===== src/rtl/gmii_rx_arbiter.sv =====
// gmii_rx_arbiter: merges two GMII receive decoder word streams into one
// shared pixel-FIFO write port. Each channel owns a small elastic buffer;
// a word-granular round-robin arbiter drains both and tags each word with
// its source channel in the MSB of fifo_din. When a buffer overflows, the
// rest of that packet is discarded so no partial packet tail reaches the FIFO.
// Optional feature macro: GMII_ARB_DROP_CNT_EN implements the saturating
// per-channel drop counters; without it ch0_drop_cnt/ch1_drop_cnt read 0.
module gmii_rx_arbiter #(
  parameter int DATA_W = 29,
  parameter int DEPTH  = 4,
  parameter int CNT_W  = 16
) (
  input  logic              clk125,
  input  logic              sys_rst_n,
  input  logic [DATA_W-1:0] ch0_datain,
  input  logic              ch0_recv_en,
  input  logic              ch0_packet_en,
  input  logic [DATA_W-1:0] ch1_datain,
  input  logic              ch1_recv_en,
  input  logic              ch1_packet_en,
  input  logic              fifo_full,
  output logic [DATA_W:0]   fifo_din,
  output logic              fifo_wr_en,
  output logic [CNT_W-1:0]  ch0_drop_cnt,
  output logic [CNT_W-1:0]  ch1_drop_cnt,
  output logic              ch0_discard,
  output logic              ch1_discard
);

  localparam int AW = $clog2(DEPTH);

  logic [DATA_W-1:0] datain [2];
  logic [1:0]        recv_en;
  logic [1:0]        packet_en;

  assign datain[0] = ch0_datain;
  assign datain[1] = ch1_datain;
  assign recv_en   = {ch1_recv_en, ch0_recv_en};
  assign packet_en = {ch1_packet_en, ch0_packet_en};

  logic [DATA_W-1:0] buf_mem [2][DEPTH];
  logic [AW:0]       wr_ptr [2];
  logic [AW:0]       rd_ptr [2];
  logic [1:0]        buf_empty;
  logic [1:0]        buf_full;
  logic [1:0]        push;
  logic [1:0]        pop;
  logic [1:0]        blocked;
  logic [1:0]        ovf;
  logic [1:0]        discard_q;
  logic [1:0]        discard_nxt;
  logic              gnt_vld;
  logic              gnt_id;
  logic              last_grant;
  logic [DATA_W-1:0] head_word;

  // Buffer occupancy flags from the extra-MSB pointer comparison
  always_comb begin
    buf_empty = '0;
    buf_full  = '0;
    for (int c = 0; c < 2; c++) begin
      buf_empty[c] = (wr_ptr[c] == rd_ptr[c]);
      buf_full[c]  = (wr_ptr[c][AW] != rd_ptr[c][AW]) &&
                     (wr_ptr[c][AW-1:0] == rd_ptr[c][AW-1:0]);
    end
  end

  // Round-robin grant: a lone non-empty buffer wins, a tie goes to the channel not served last
  always_comb begin
    gnt_vld = 1'b0;
    gnt_id  = 1'b0;
    if (!fifo_full) begin
      if (!buf_empty[0] && !buf_empty[1]) begin
        gnt_vld = 1'b1;
        gnt_id  = ~last_grant;
      end else if (!buf_empty[0]) begin
        gnt_vld = 1'b1;
        gnt_id  = 1'b0;
      end else if (!buf_empty[1]) begin
        gnt_vld = 1'b1;
        gnt_id  = 1'b1;
      end
    end
    head_word = buf_mem[gnt_id][rd_ptr[gnt_id][AW-1:0]];
  end

  // Push/pop decisions and discard-state update for each channel
  always_comb begin
    pop         = '0;
    push        = '0;
    blocked     = '0;
    ovf         = '0;
    discard_nxt = '0;
    pop[gnt_id] = gnt_vld;
    for (int c = 0; c < 2; c++) begin
      // A discarding channel keeps dropping until packet_en is seen low;
      // the low cycle itself already accepts a word.
      blocked[c]     = discard_q[c] & packet_en[c];
      push[c]        = recv_en[c] & ~blocked[c] & (~buf_full[c] | pop[c]);
      ovf[c]         = recv_en[c] & ~blocked[c] & buf_full[c] & ~pop[c];
      discard_nxt[c] = ovf[c] | blocked[c];
    end
  end

  // Buffer storage (data only, not reset)
  always_ff @(posedge clk125) begin
    for (int c = 0; c < 2; c++) begin
      if (push[c]) buf_mem[c][wr_ptr[c][AW-1:0]] <= datain[c];
    end
  end

  // Buffer pointers and discard flags
  always_ff @(posedge clk125) begin
    if (!sys_rst_n) begin
      for (int c = 0; c < 2; c++) begin
        wr_ptr[c] <= '0;
        rd_ptr[c] <= '0;
      end
      discard_q <= '0;
    end else begin
      for (int c = 0; c < 2; c++) begin
        if (push[c]) wr_ptr[c] <= wr_ptr[c] + (AW+1)'(1);
        if (pop[c])  rd_ptr[c] <= rd_ptr[c] + (AW+1)'(1);
      end
      discard_q <= discard_nxt;
    end
  end

  // Shared FIFO write register and round-robin history
  always_ff @(posedge clk125) begin
    if (!sys_rst_n) begin
      fifo_wr_en <= 1'b0;
      fifo_din   <= '0;
      last_grant <= 1'b1;
    end else begin
      fifo_wr_en <= gnt_vld;
      if (gnt_vld) begin
        fifo_din   <= {gnt_id, head_word};
        last_grant <= gnt_id;
      end
    end
  end

  assign ch0_discard = discard_q[0];
  assign ch1_discard = discard_q[1];

`ifdef GMII_ARB_DROP_CNT_EN
  logic [1:0]       drop;
  logic [CNT_W-1:0] drop_cnt [2];

  function automatic logic [CNT_W-1:0] sat_inc(input logic [CNT_W-1:0] v);
    return (&v) ? v : v + CNT_W'(1);
  endfunction

  assign drop = recv_en & ~push;

  // Saturating dropped-word counters, cleared only by reset
  always_ff @(posedge clk125) begin
    if (!sys_rst_n) begin
      drop_cnt[0] <= '0;
      drop_cnt[1] <= '0;
    end else begin
      for (int c = 0; c < 2; c++) begin
        if (drop[c]) drop_cnt[c] <= sat_inc(drop_cnt[c]);
      end
    end
  end

  assign ch0_drop_cnt = drop_cnt[0];
  assign ch1_drop_cnt = drop_cnt[1];
`else
  assign ch0_drop_cnt = '0;
  assign ch1_drop_cnt = '0;
`endif

endmodule


===== config.mk =====
export PLATFORM = sky130hd
export DESIGN_NAME = gmii_rx_arbiter
export DESIGN_NICKNAME = d
export VERILOG_FILES = /design/src/rtl/gmii_rx_arbiter.sv
export SDC_FILE = /design/constraint.sdc
export NUM_CORES = 1
export LEC_CHECK = 0
export ABC_AREA = 1
export ABC_CLOCK_PERIOD_IN_PS = 3600
export BUFFER_PORTS_ARGS = -buffer_cell sky130_fd_sc_hd__buf_2
export CAP_MARGIN = 20
export CORE_ASPECT_RATIO = 0.6
export CORE_UTILIZATION = 55
export DETAILED_ROUTE_END_ITERATION = 6
export GPL_TIMING_DRIVEN = 0
export PLACE_DENSITY = 0.72
export SLEW_MARGIN = 20
export SYNTH_ARGS = -nofsm -noshare
export SYNTH_HDL_FRONTEND = slang
export SYNTH_SLANG_ARGS = --single-unit

===== constraint.sdc =====
create_clock -name clk125 -period 3.6 [get_ports clk125]
set_input_delay 0.18 -clock clk125 [delete_from_list [all_inputs] [get_ports clk125]]
set_output_delay 0.18 -clock clk125 [all_outputs]
set_load 0.005 [all_outputs]

# == Word level (Yosys, flattened, before mapping) ==
# Memories as Yosys holds them, arrays and structs flattened.
# Index checks and enable logic that the tools add are counted.
# word_totals
register_bits,34
ram_bits,244
input_bits,65
output_inout_bits,65
elab_cells,96
mem_count,3
# mem_list
memory,depth,word_bits,rd,rd_clocked_by_memory_dff,write_ports,line,source
buf_mem,2,116,1,0,2,41,logic [DATA_W-1:0] buf_mem [2][DEPTH];
rd_ptr,2,3,3,0,2,43,logic [AW:0] rd_ptr [2];
wr_ptr,2,3,2,0,2,42,logic [AW:0] wr_ptr [2];
# classes
n_addsub,4
magnitude_cmp,7
n_eq_ne,6
muxes,35
n_bitwise,29
reduce_logical,8
# ops
cell,n
two-way mux 116 bit,2
demux 29 bit (select 2 bit),2
two-way mux 29 bit,4
binary-select mux 29 bit (select 2 bit),1
two-way mux 1 bit,21
"adder 3 x 1 -> 3 bit, second input constant",4
two-way mux 3 bit,4
AND 1 bit,10
">= comparator 3 bit, second input constant",3
NOT 2 -> 3 bit,3
bitwise OR 1 bit,8
NOT 1 bit,7
equality test 3 bit,2
logical AND 1 bit,6
"less-than comparator 3 x 1 -> 1 bit, second input constant",2
equality test 2 bit,2
AND 2 bit,1
logical NOT 1 bit,2
"less-than comparator 1 x 2 -> 1 bit, second input constant",1
!= test 1 bit,2
demux 1 bit (select 1 bit),1
">= comparator 1 bit, second input constant",1

# == Logic depth before layout (Yosys ltp) ==
# An unclocked memory read counts as a cell.
# logic_depth
depth_word,17
depth_mapped,17
ltp_nobuf,15

# == Worst setup path after synthesis ==
# No wires, ideal clock.
# synth_path
kind,reg-to-reg
from,mem wr_ptr[0][3] in the netlist's numbering
to,"mem buf_mem[0][0] in the netlist's numbering, enable pin"
setup_time_ps,415
t_arrival_ps,2529
required_time_ps,3185
setup_slack_ps,656
stages_incl_launch_ff,13
path_buffers,0
period_less_slack_ps,2944
path_cell_list,edfxtp_1 inv_1 nand2_1 nand2_1 nand3_1 nand2_1 inv_2 nand2_4 nand2_1 nand2_1 and3_1 inv_1 nor2_1
# synth_rtl
element,line
start: declaration,42
end: declaration,41

==> reports/metrics.csv <==
metric,value,unit
critical_path.reg2reg.endpoint,buf_mem[0][81],
cts_tree,yes,
syn2layout_area_growth,22.4,%
final.hold.worst_slack,0.0269,ns
finalSetupViolations,0,
met2_length,14.5,mm
power.leakage,0.00683,uW
setup_slack,0.790,ns
mostFrequentLayoutCell,nand2_1,
mostFrequentLayoutCells,"527 x nand2_1, 244 x edfxtp_1, 152 x nand3_1",
floorplan.core_area,21300,um^2
outcome,"complete, no violations",
grt_setup_unrepaired,no,
max-vdd-ir-drop,0.461,mV
initial_core_util,57.1,%
worst-slew-pin-transition,0.712,ns
cts.htree.levels,1,
slew_violations,0,
slew-limit-headroom,52.4,%
critical_path_cell_list,xnor2_1 -> nand3_1 -> nand2_1 -> nand2_1 -> nand2_1 -> nand2_1 -> and3_1 -> inv_1 -> nor2_4 -> buf_16,
drtAntennaViolNets,0,
die_height,117,um
vias,9239,
design.die.area,22800,um^2
clock_skew,0.0300,ns
reg2regPathDepth,10,
postSynthAreaPerCell,9.94,um^2
synth.area.top_cells,"edfxtp_1 60%, nand2_1 16%, nand3_1 6.2%",
routed_wl,32.6,mm
place.port_buffers,96,
dieWidth,194,um
timing.rr.start,rd_ptr[0][0],
cts_inserted_buffers,26,
sequential_cell_area_fraction_in_the_yosys_report,65.8,%
synth_largest_type_area_fraction,60.2,%
hold-path-cell-count,3,
ff2ff_setup_slack,0.79,ns
first_global_vias,8843,
wl_per_cell,18.6,um
cts_buffer_depth,3,
post_cts_resized,0,
arrival,3.04,ns
worst_setup_path_end_kind,register,
critical_path.startpoint_type,register,
proportion_of_layout_cells_with_a_drive_suffix_above_1,16.4,%
min_to,fifo_wr_en,
detailedRoute.firstPassIterationCount,5,
setup.worst_path.class,reg2reg,
post-route-min-period,2.81,ns
fin_crit_sh,78.1,%
worst_path_max_fanout,16,
holdCritStartpoint,sys_rst_n,
timing.critical_path.mode_cell,nand2_1,
drv_cap,0,
highest-signal-layer,met4,
worst_path_largest_cell_delay,0.60,ns
achievable-frequency,0.356,GHz
ys_ff_latch,278,
synth_cell_types,21,
hold_path.class,in2reg,
overflow,0,
cts_sinks,278,
crit_required,3.83,ns
netlist_instances,1225,
design.portCount,130,
drt-met1-wl,13.9,mm
power.density,724,nW/um^2
detailedPlacementHpwl,21.4,mm
grt_antenna_before_repair,1,
clkLatencyLatePin,0.55,ns
preCtsSetupSlack,0.795,ns
drt-vias-per-instance,5.28,
slowest_stage,nor2_4,
wl_met3,3.52,mm
drc,0,
dr.first_iter.drc_count,993,
worst_setup_hold_path_clk_slew,0.06,ns
grt.total_usage,29.3,%
post-synth-top-area-cell,edfxtp_1,
total_nets_final,1526,
netlist_area,12200,um^2
place_congestion,0.845,
wire_length_of_the_first_global_routing_pass,49.6,mm
yosysWarnings,0,
root_buffer,clkbuf_16,
core.rowCount,41,
timing_hold_violations_final,0,
maximum_number_of_pins_on_one_net_before_global_route_repair,22,
==> kinds of logic after synthesis <==
group | share of synthesized area [%]
simple gates | 23.5
fa+ha+maj | 1.03
buf+inv | 7.86
xor+xnor | 0.360
other cells | 0.0308
flops | 65.8
compound gates | 1.43
==> power breakdown <==
group	internal, uW	switching (uW)	leakage [uW]	total (uW)
Clock	1620	1180	0.000414	2800
Combinational	1220	2570	0.00388	3790
Sequential	4020	182	0.00254	4210
Total	6860	3930	0.00683	10800
==> critical path, delay by kind of cell (launching register included) <==
kind | cells | cell delay (ns)
xor gates and xnor gates | 1 | 0.19
buffers and inverters | 2 | 0.42
DFF | 1 | 0.50
and+or+nand+nor | 7 | 1.41
==> registers in the layout, summed over array words and instances (netlist names) <==
name        count
buf_mem       232
rd_ptr          6
wr_ptr          6
fifo_din       30
discard_q       2
last_grant      1
fifo_wr_en      1
==> metrics by stage <==
| step | TNS, ns | cells | instance area, um^2 | total power, uW | util (%) |
|---|---|---|---|---|---|
| after detailed placement | 0 | 1640 | 13400 | 7920 | 62.9 |
| final | 0 | 1751 | 14900 | 10800 | 69.8 |
| after global placement | -159.98 | 1631 | 13100 | 7730 | 61.5 |
| after floorplan | 0 | 1256 | 12300 | 6550 | - |
| after CTS | 0 | 1750 | 14900 | 10700 | 69.8 |
| after global routing | 0 | 1751 | 14900 | 11400 | 69.8 |
==> per-layer routing <==
layer / GRT usage [%] / vias to the layer above
met2: 48.0 / 502
li1: - / 4389
met4: 6.51 / 0
met3: 6.10 / 58
met5: 0 / -
met1: 41.0 / 4290
==> worst max-delay path by stage <==
stage,start,to,slack (ns),cells past startpoint
3_5_place_dp,rd_ptr[0][0],buf_mem[0][66],0.79,10
4_1_cts,rd_ptr[0][0],buf_mem[0][81],0.79,10
3_3_place_gp,rd_ptr[0][0],buf_mem[0][98],-0.95,9
5_1_grt,wr_ptr[0][3],buf_mem[0][81],0.66,12
2_1_floorplan,wr_ptr[0][3],buf_mem[0][0],0.66,12
6_report,rd_ptr[0][0],buf_mem[0][81],0.79,10
==> synth_stat cells (all sizes together) <==
master and instances:
a21oi 3, and3 2, buf 88, clkbuf 11, conb 1, dfxtp 34
edfxtp 244, ha 10, inv 90, nand2 530, nand3 152, nor2 24
o21ai 31, xnor2 5
==> repair_timing <==
action | 4_1_cts | 5_1_grt
setup buffers | 0 | 0
endpoints found under the hold margin | 234 | 0
hold buffers | 62 | 0
==> layout make-up <==
type | instances | area [um^2]
clock inverters | 14 | 174
repair buffers | 167 | 1340
multi-input cells | 789 | 3390
diodes | 1 | 2.50
well taps | 279 | 349
flip-flops and latches | 278 | 8010
fillers | 1579 | 6440
clock buffers | 34 | 681
plain buffers | 99 | 619
inverters | 90 | 338
Note: power is estimated with default switching activity, not from simulation.
